===== src/rtl/cpu_pkg.sv =====
// cpu_pkg: shared fetch FSM states and default widths/reset PC for the 16-bit CPU
package cpu_pkg;
  typedef enum logic [1:0] {IDLE, REQ, WAIT} fetch_state_t;
  localparam int DEF_ADDR_W = 16;
  localparam int DEF_DATA_W = 16;
  localparam logic [15:0] DEF_RESET_PC = 16'h0000;
endpackage


===== src/rtl/fetch_unit_if.sv =====
// fetch_unit_if: instruction memory read channel (valid/ready request, single-beat response)
interface fetch_unit_if #(
  parameter int ADDR_W = cpu_pkg::DEF_ADDR_W,
  parameter int DATA_W = cpu_pkg::DEF_DATA_W
);
  logic mem_req_valid;
  logic mem_req_ready;
  logic [ADDR_W-1:0] mem_req_addr;
  logic mem_rsp_valid;
  logic [DATA_W-1:0] mem_rsp_data;
  modport master (output mem_req_valid, mem_req_addr, input mem_req_ready, mem_rsp_valid, mem_rsp_data);
  modport slave (input mem_req_valid, mem_req_addr, output mem_req_ready, mem_rsp_valid, mem_rsp_data);
endinterface


===== src/rtl/pc_next.sv =====
// pc_next: next program counter -- live redirect, pending redirect target or sequential step
module pc_next import cpu_pkg::*; #(
  parameter int ADDR_W = DEF_ADDR_W,
  parameter int PC_STEP = 1
) (
  input  logic [ADDR_W-1:0] pc,
  input  logic idle,
  input  logic done,
  input  logic kill,
  input  logic redirect_valid,
  input  logic [ADDR_W-1:0] redirect_pc,
  input  logic [ADDR_W-1:0] pend_pc,
  output logic [ADDR_W-1:0] nxt
);
  always_comb nxt = redirect_valid && (idle || done) ? redirect_pc :
                    !done ? pc :
                    kill ? pend_pc : pc + ADDR_W'(PC_STEP);
endmodule


===== src/rtl/fetch_unit.sv =====
// fetch_unit: PC and single-outstanding instruction fetch feeding the IR.
// Define FETCH_COUNT_EN to add the fetch_count output (delivered words, wrapping).
module fetch_unit import cpu_pkg::*; #(
  parameter int ADDR_W = DEF_ADDR_W,
  parameter int DATA_W = DEF_DATA_W,
  parameter logic [ADDR_W-1:0] RESET_PC = ADDR_W'(DEF_RESET_PC),
  parameter int PC_STEP = 1
) (
  input  logic clk,
  input  logic rst,
  input  logic en,
  input  logic stall,
  input  logic redirect_valid,
  input  logic [ADDR_W-1:0] redirect_pc,
  fetch_unit_if.master mem,
  output logic [DATA_W-1:0] ir_data,
  output logic ir_load,
  output logic [ADDR_W-1:0] instr_pc,
  output logic [ADDR_W-1:0] pc,
  output logic busy
`ifdef FETCH_COUNT_EN
  ,
  output logic [15:0] fetch_count
`endif
);
  fetch_state_t state, state_nxt;
  logic [ADDR_W-1:0] pc_nxt, pend_pc;
  logic kill, done, deliver;
  assign done = state == WAIT && mem.mem_rsp_valid;
  assign deliver = done && !kill && !redirect_valid;
  assign mem.mem_req_valid = state == REQ;
  assign mem.mem_req_addr = pc;
  assign busy = state != IDLE;
  pc_next #(.ADDR_W(ADDR_W), .PC_STEP(PC_STEP)) u_pc_next (
    .pc(pc),
    .idle(state == IDLE),
    .done(done),
    .kill(kill),
    .redirect_valid(redirect_valid),
    .redirect_pc(redirect_pc),
    .pend_pc(pend_pc),
    .nxt(pc_nxt)
  );
  always_ff @(posedge clk or negedge rst)
    if (!rst) state <= IDLE;
    else state <= state_nxt;
  always_comb begin
    state_nxt = state;
    case (state)
      IDLE: state_nxt = en && !stall && !redirect_valid ? REQ : IDLE;
      REQ: state_nxt = mem.mem_req_ready ? WAIT : REQ;
      WAIT: state_nxt = !mem.mem_rsp_valid ? WAIT : en && !stall ? REQ : IDLE;
      default: state_nxt = IDLE;
    endcase
  end
  // a redirect while a fetch is outstanding is parked until that fetch's response retires
  always_ff @(posedge clk or negedge rst)
    if (!rst) begin
      pc <= RESET_PC;
      pend_pc <= '0;
      kill <= 1'b0;
      ir_data <= '0;
      instr_pc <= '0;
      ir_load <= 1'b0;
    end else begin
      pc <= pc_nxt;
      ir_load <= deliver;
      if (deliver) begin
        ir_data <= mem.mem_rsp_data;
        instr_pc <= pc;
      end
      if (redirect_valid && busy && !done) begin
        pend_pc <= redirect_pc;
        kill <= 1'b1;
      end else if (done) kill <= 1'b0;
    end
`ifdef FETCH_COUNT_EN
  always_ff @(posedge clk or negedge rst)
    if (!rst) fetch_count <= '0;
    else if (deliver) fetch_count <= fetch_count + 16'd1;
`endif
endmodule


===== src/flat_wrapper.sv =====
// flat-port wrapper written by rule: the top's interface ports become plain ports
module fetch_unit_flat import cpu_pkg::*;
#(
  parameter int ADDR_W = DEF_ADDR_W,
  parameter int DATA_W = DEF_DATA_W,
  parameter logic [ADDR_W-1:0] RESET_PC = ADDR_W'(DEF_RESET_PC),
  parameter int PC_STEP = 1
)
  (clk, rst, en, stall, redirect_valid, redirect_pc, ir_data, ir_load, instr_pc, pc, busy, mem_mem_req_valid, mem_mem_req_addr, mem_mem_req_ready, mem_mem_rsp_valid, mem_mem_rsp_data);
  fetch_unit_if #(.ADDR_W(ADDR_W), .DATA_W(DATA_W)) mem_i ();
  input  logic clk;
  input  logic rst;
  input  logic en;
  input  logic stall;
  input  logic redirect_valid;
  input  logic [ADDR_W-1:0] redirect_pc;
  output logic [DATA_W-1:0] ir_data;
  output logic ir_load;
  output logic [ADDR_W-1:0] instr_pc;
  output logic [ADDR_W-1:0] pc;
  output logic busy;
  output wire logic [$bits(mem_i.mem_req_valid)-1:0] mem_mem_req_valid;
  output wire logic [$bits(mem_i.mem_req_addr)-1:0] mem_mem_req_addr;
  input wire logic [$bits(mem_i.mem_req_ready)-1:0] mem_mem_req_ready;
  input wire logic [$bits(mem_i.mem_rsp_valid)-1:0] mem_mem_rsp_valid;
  input wire logic [$bits(mem_i.mem_rsp_data)-1:0] mem_mem_rsp_data;
  assign mem_mem_req_valid = mem_i.mem_req_valid;
  assign mem_mem_req_addr = mem_i.mem_req_addr;
  assign mem_i.mem_req_ready = mem_mem_req_ready;
  assign mem_i.mem_rsp_valid = mem_mem_rsp_valid;
  assign mem_i.mem_rsp_data = mem_mem_rsp_data;
  fetch_unit #(.ADDR_W(ADDR_W), .DATA_W(DATA_W), .RESET_PC(RESET_PC), .PC_STEP(PC_STEP)) u_core (.clk(clk), .rst(rst), .en(en), .stall(stall), .redirect_valid(redirect_valid), .redirect_pc(redirect_pc), .mem(mem_i), .ir_data(ir_data), .ir_load(ir_load), .instr_pc(instr_pc), .pc(pc), .busy(busy));
endmodule

===== config.mk =====
export PLATFORM = sky130hd
export DESIGN_NAME = fetch_unit_flat
export DESIGN_NICKNAME = d
export VERILOG_FILES = /design/src/rtl/cpu_pkg.sv /design/src/rtl/fetch_unit_if.sv /design/src/rtl/pc_next.sv /design/src/rtl/fetch_unit.sv /design/src/flat_wrapper.sv
export SDC_FILE = /design/constraint.sdc
export NUM_CORES = 1
export LEC_CHECK = 0
export ABC_AREA = 0
export CORE_MARGIN = 3
export CORE_UTILIZATION = 35
export CTS_CLUSTER_DIAMETER = 60
export CTS_CLUSTER_SIZE = 16
export DETAILED_ROUTE_END_ITERATION = 7
export RECOVER_POWER = 25
export SLEW_MARGIN = 20
export SYNTH_ARGS = -nofsm -noshare
export SYNTH_HDL_FRONTEND = slang
export SYNTH_SLANG_ARGS = --single-unit

===== constraint.sdc =====
create_clock -name clk -period 2.5 [get_ports clk]
set_input_delay 0.5 -clock clk [delete_from_list [all_inputs] [get_ports clk]]
set_output_delay 0.5 -clock clk [all_outputs]
set_load 0.005 [all_outputs]

Yosys cells after proc, flatten, opt, wreduce, memory -nomap -nowiden
Cells that the tools add are included.

word-level totals
  bits in registers = 68
  input bits = 39
  logic and storage cells = 37

cells by class
  add/sub/neg operators = 1
  eq/ne operators = 2
  mux-type cells = 10
  reduce and logical (&&, ||, !) cells = 17

operators with widths
  cell                     count
  $mux W16                 3
  $add A16 B1 Y16 const B  1
  $logic_and A1 B1 Y1      8
  $pmux W2 S3              1
  $reduce_bool A2 Y1       3
  $logic_not A1 Y1         4
  $mux W1                  4
  $mux W2                  2
  $eq A2 B1 Y1 const B     1
  $eq A2 B2 Y1 const B     1
  $logic_not A2 Y1         1
  $logic_or A1 B1 Y1       1

Longest topological paths before layout
  depth after elaboration = 5
  depth in mapped cells = 7
  gate-level depth less buffers = 5

Hierarchy
Synthesis repeated with hierarchy kept, for this count alone.

second synthesis, totals
  cell total of the unflattened synthesis = 286
  area, all modules = 3,535.9 µm²

by module, submodules not included
  module      times used  cells an instance  area an instance (µm²)  sequential area each (µm²)
  fetch_unit  1           155                2,671.3                 1,701.6
  pc_next     1           131                864.6                   0.0

Worst setup path before layout
OpenSTA, ideal clock, no wires.

  path kind = register to register
  start point = register u_core.pc[0], in the netlist u_core.mem.mem_req_addr[0]
  end point = register u_core.pc[14], in the netlist u_core.mem.mem_req_addr[14]
  setup time = 0.137 ns
  data arrival time = 1.710 ns
  data required time = 2.363 ns
  path slack = 0.653 ns
  stages on the path, launching flop included = 6
  period minus slack after synthesis = 1.847 ns
  cell sequence = dfrtp_1 > ha_1 > nand3_2 > or4_4 > a2111oi_2 > o31ai_1

between the ends
  longest elaborated chain between the ends = 4

RTL lines
  element                 RTL line          source
  from (decl)             fetch_unit.sv:19  output logic [ADDR_W-1:0] pc,
  from (signal assigned)  fetch_unit.sv:66  pc <= pc_nxt;
  $add A16 B1 Y16         pc_next.sv:17     kill ? pend_pc : pc + ADDR_W'(PC_STEP);
  $mux W16                pc_next.sv:17
  $mux W16                pc_next.sv:16     !done ? pc :
  $mux W16                pc_next.sv:15     always_comb nxt = redirect_valid && (idle || done) ? redirect_pc :

No other way between the ends. The select of a mux whose other input is x is not followed.
A chain may end at the register's enable or synchronous reset.

Final worst setup path
  start point = register u_core.state[0]
  end point = output port mem_mem_req_valid

between the ends
  longest elaborated chain between the ends = 1

RTL lines
  element                 RTL line            source
  from (decl)             fetch_unit.sv:26    fetch_state_t state, state_nxt;
  from (signal assigned)  fetch_unit.sv:46    else state <= state_nxt;
  $eq A2 B1 Y1            fetch_unit.sv:31    assign mem.mem_req_valid = state == REQ;
  to (decl)               flat_wrapper.sv:22  output wire logic [$bits(mem_i.mem_req_valid)-1:0] mem_mem_req_valid;

No other way between the ends.

==> flow_summary.ini <==
[logic_synthesis]
syn_inst = 329
syn_nets = 369
yosysWarnings = 0
yosysTopAreaCellShare_pct = 52.1
synth_xor_area_share_pct = 1.61
ys.flop_type = dfrtp_1
synth_top_family_by_area = simple AND/OR/NAND/NOR gates
netlist_area_mm2 = 0.00326
synth_simple_gate_area_share_pct = 22.2
synth_cell_types = 50
synth_edf_count = 0
synth_seq_cells = 68
synth-compound-area-share_pct = 10.1
async_flop_share_pct = 100
syn_avg_cell_area_um2 = 9.92
synthMuxAreaShare_pct = 7.13
synth_top_area_cell = dfrtp_1
ys_seq_area_share_pct = 52.1
synth_top_cells_by_area = dfrtp_1 (52%), nand2_1 (11%), mux2_2 (6.2%)
synthAdderAreaFrac_pct = 0.383

[cells_and_area]
drive_gt1_share_pct = 14.2
final_net_count = 466
design_area_mm2 = 0.00467
fillCellCount = 831
syn_to_final_growth_pct = 42.9
fin_cells = 539
diodes = 0
fin_util_pct = 52.5

[clock_tree]
clock-sinks = 68
cts.repair.resized = 0
cts_tree = yes
clk_path_buf_depth = 2
post-cts-setup-buffers = 0
clock_latency_ps = 350
path_clk_slew_ps = 80
htreeDepth = 3
numCtsBuffers = 9
cts_root_buffer = clkbuf_8
ctsHoldBuffers = 0

[sta]
whs_ps = 476
fin_crit_ps = 2120
fin_worst_skew_ps = 16.6
rsz0062_at_grt = false
finalMaxSlewViolations = 69
fmax_ghz = 0.472
hold_viol_final = 0
slew_headroom_pct = -16.5
worst_pin_slew_ps = 1750
fin_crit_sh_pct = 84.7
finalWorstSetupSlack_ps = 381
fin_setup_tns_ps = 0
finalSetupViolations = 0

[run_status]
violations = capacitance limit, slew limit
outcome = finished with violations

[drt]
drtAntennaViolNets = 0
routed_wl_um = 8610
drt_iter0_drc = 119
drt-wirelength-per-cell_um = 16.0
via_per_inst = 5.10
vias = 2750
drc = 0
first_pass_iters = 4

[grt]
grt_pass1_vias = 2862
grt_overflow = 0
grt_max_degree = 69
grt_antenna_before_repair = 0
grt_pass1_wl_um = 14200
gr-usage-all-layers_pct = 17.3

[die]
die_h_um = 103
start_util_pct = 36.7
core_area_mm2 = 0.00889
die_w_um = 103
dieArea_mm2 = 0.0105
pin_count = 106
fp-row-count = 34

[pwr]
power_frac_seq_pct = 38.6
p_leak_nw = 2.07
total_power_mw = 4.77
power_frac_comb_pct = 33.4
p_sw_mw = 1.35
powerDensity_mw_per_mm2 = 1020
switching_share_pct = 28.2
clkPwrFrac_pct = 28.0
p_int_mw = 3.42
ir_worst_vdd_uv = 399

[worst_hold_path]
hold_path_class = reg -> reg
min_path_cells = 2

[critical_path]
path_max_fanout = 7
critPathLaunchType = flop
critPathArrivalTime_ps = 1620
worstSetupPathType = reg -> out
reg2reg_setup_slack_ps = 530
end_kind = output pin
required_ps = 2000
rr_worst_depth = 4

[placed_design]
place.port_buffers = 105
hpwl_um = 6040
place.gp.congestion = 0.764
place_inst = 523
dpl_worst_slack_ps = 277
post_dp_cell_area_mm2 = 0.00437

[flow_run]
maxCapViolCount = 1
[layer usage]
| layer | wire [um] | up-vias | part of all wire (%) | global-route usage, % |
|---|---|---|---|---|
| li1 | - | 1313 | - | - |
| met1 | 3850 | 1363 | 45 | 22.2 |
| met2 | 4310 | 65 | 50 | 29.3 |
| met3 | 327 | 9 | 3.8 | 2.84 |
| met4 | 118 | 0 | 1.4 | 6.76 |
| met5 | 0 | - | 0 | 0 |
[logic make-up (layout without fill, tap and decap cells)]
family / after synthesis / after routing
xor gates and xnor gates: 6 / 6
and+or+nand+nor: 151 / 151
adders and majority gates: 1 / 1
muxes: 21 / 21
AOI/OAI and AO/OA: 44 / 44
DFF: 68 / 68
buffers and inverters: 38 / 140
[cell usage in the layout, fill, tap and decap left out, types with 7 or more instances in the layout]
cell type and count:
nor2_1 7, nand3_1 10, a22oi_1 10, clkdlybuf4s50_1 104
dfrtp_1 68, mux2_2 18, buf_4 17, o21ai_0 10
nand2_1 98, clkbuf_8 10
[final timing paths]
check	from	endpoint
setup reg to reg	u_core.mem.mem_req_addr[5]$_DFFE_PN0P_	u_core.mem.mem_req_addr[14]$_DFFE_PN0P_
hold reg to reg	u_core.ir_data[2]$_DFFE_PN0P_	u_core.ir_data[2]$_DFFE_PN0P_
setup / recovery	u_core.state[0]$_DFF_PN0_	mem_mem_req_valid
hold / removal	u_core.ir_data[2]$_DFFE_PN0P_	u_core.ir_data[2]$_DFFE_PN0P_
min in group asynchronous	rst	u_core.state[0]$_DFF_PN0_
max in group asynchronous	rst	u_core.mem.mem_req_addr[13]$_DFFE_PN0P_
[sequential cells by signal (all words and copies together), names as in the netlist]
register	count
u_core.state	2
u_core.instr_pc	16
u_core.pend_pc	16
u_core.ir_data	16
u_core.mem.mem_req_addr	16
u_core.ir_load	1
u_core.kill	1
[power by group through the flow]
stage               registers [mW]  clock network, mW  logic, mW
finish                        1.84               1.34       1.59
global route                  1.91               1.41       1.75
CTS                           1.84               1.36       1.62
detailed placement            1.86                  0       1.61
global placement              1.85                  0       1.58
floorplan                     1.82                  0      0.725
[final cells by class]
| type | count | area, um^2 | share of cell area (%) |
|---|---|---|---|
| flip-flops and latches | 68 | 1700 | 36.5 |
| multi-input cells | 223 | 1350 | 29.0 |
| repair buffers | 122 | 1170 | 25.2 |
| clock inverters | 6 | 159 | 3.41 |
| clock buffers | 10 | 138 | 2.95 |
| well taps | 108 | 135 | 2.90 |
| inverters | 2 | 7.51 | 0.161 |
[Yosys cell counts, types with 3 or more instances]
cell type  number
nand2_1        98
dfrtp_1        68
mux2_2         18
buf_4          17
clkbuf_1       15
a22oi_1        10
nand3_1        10
o21ai_0        10
nor2_1          7
a222oi_1        4
buf_2           4
nand2b_1        4
nand4_1         4
nor3_1          4
o31ai_1         4
xnor2_1         4
a21o_1          3
mux2i_1         3
nor3b_1         3
[worst max-delay path: stages, from the launching register on]
cell             delay [ps]
dfrtp_1                 450
inv_1                   150
nor2_1                  160
clkdlybuf4s50_1         520
No activity file was read; power rests on OpenSTA's default activity.
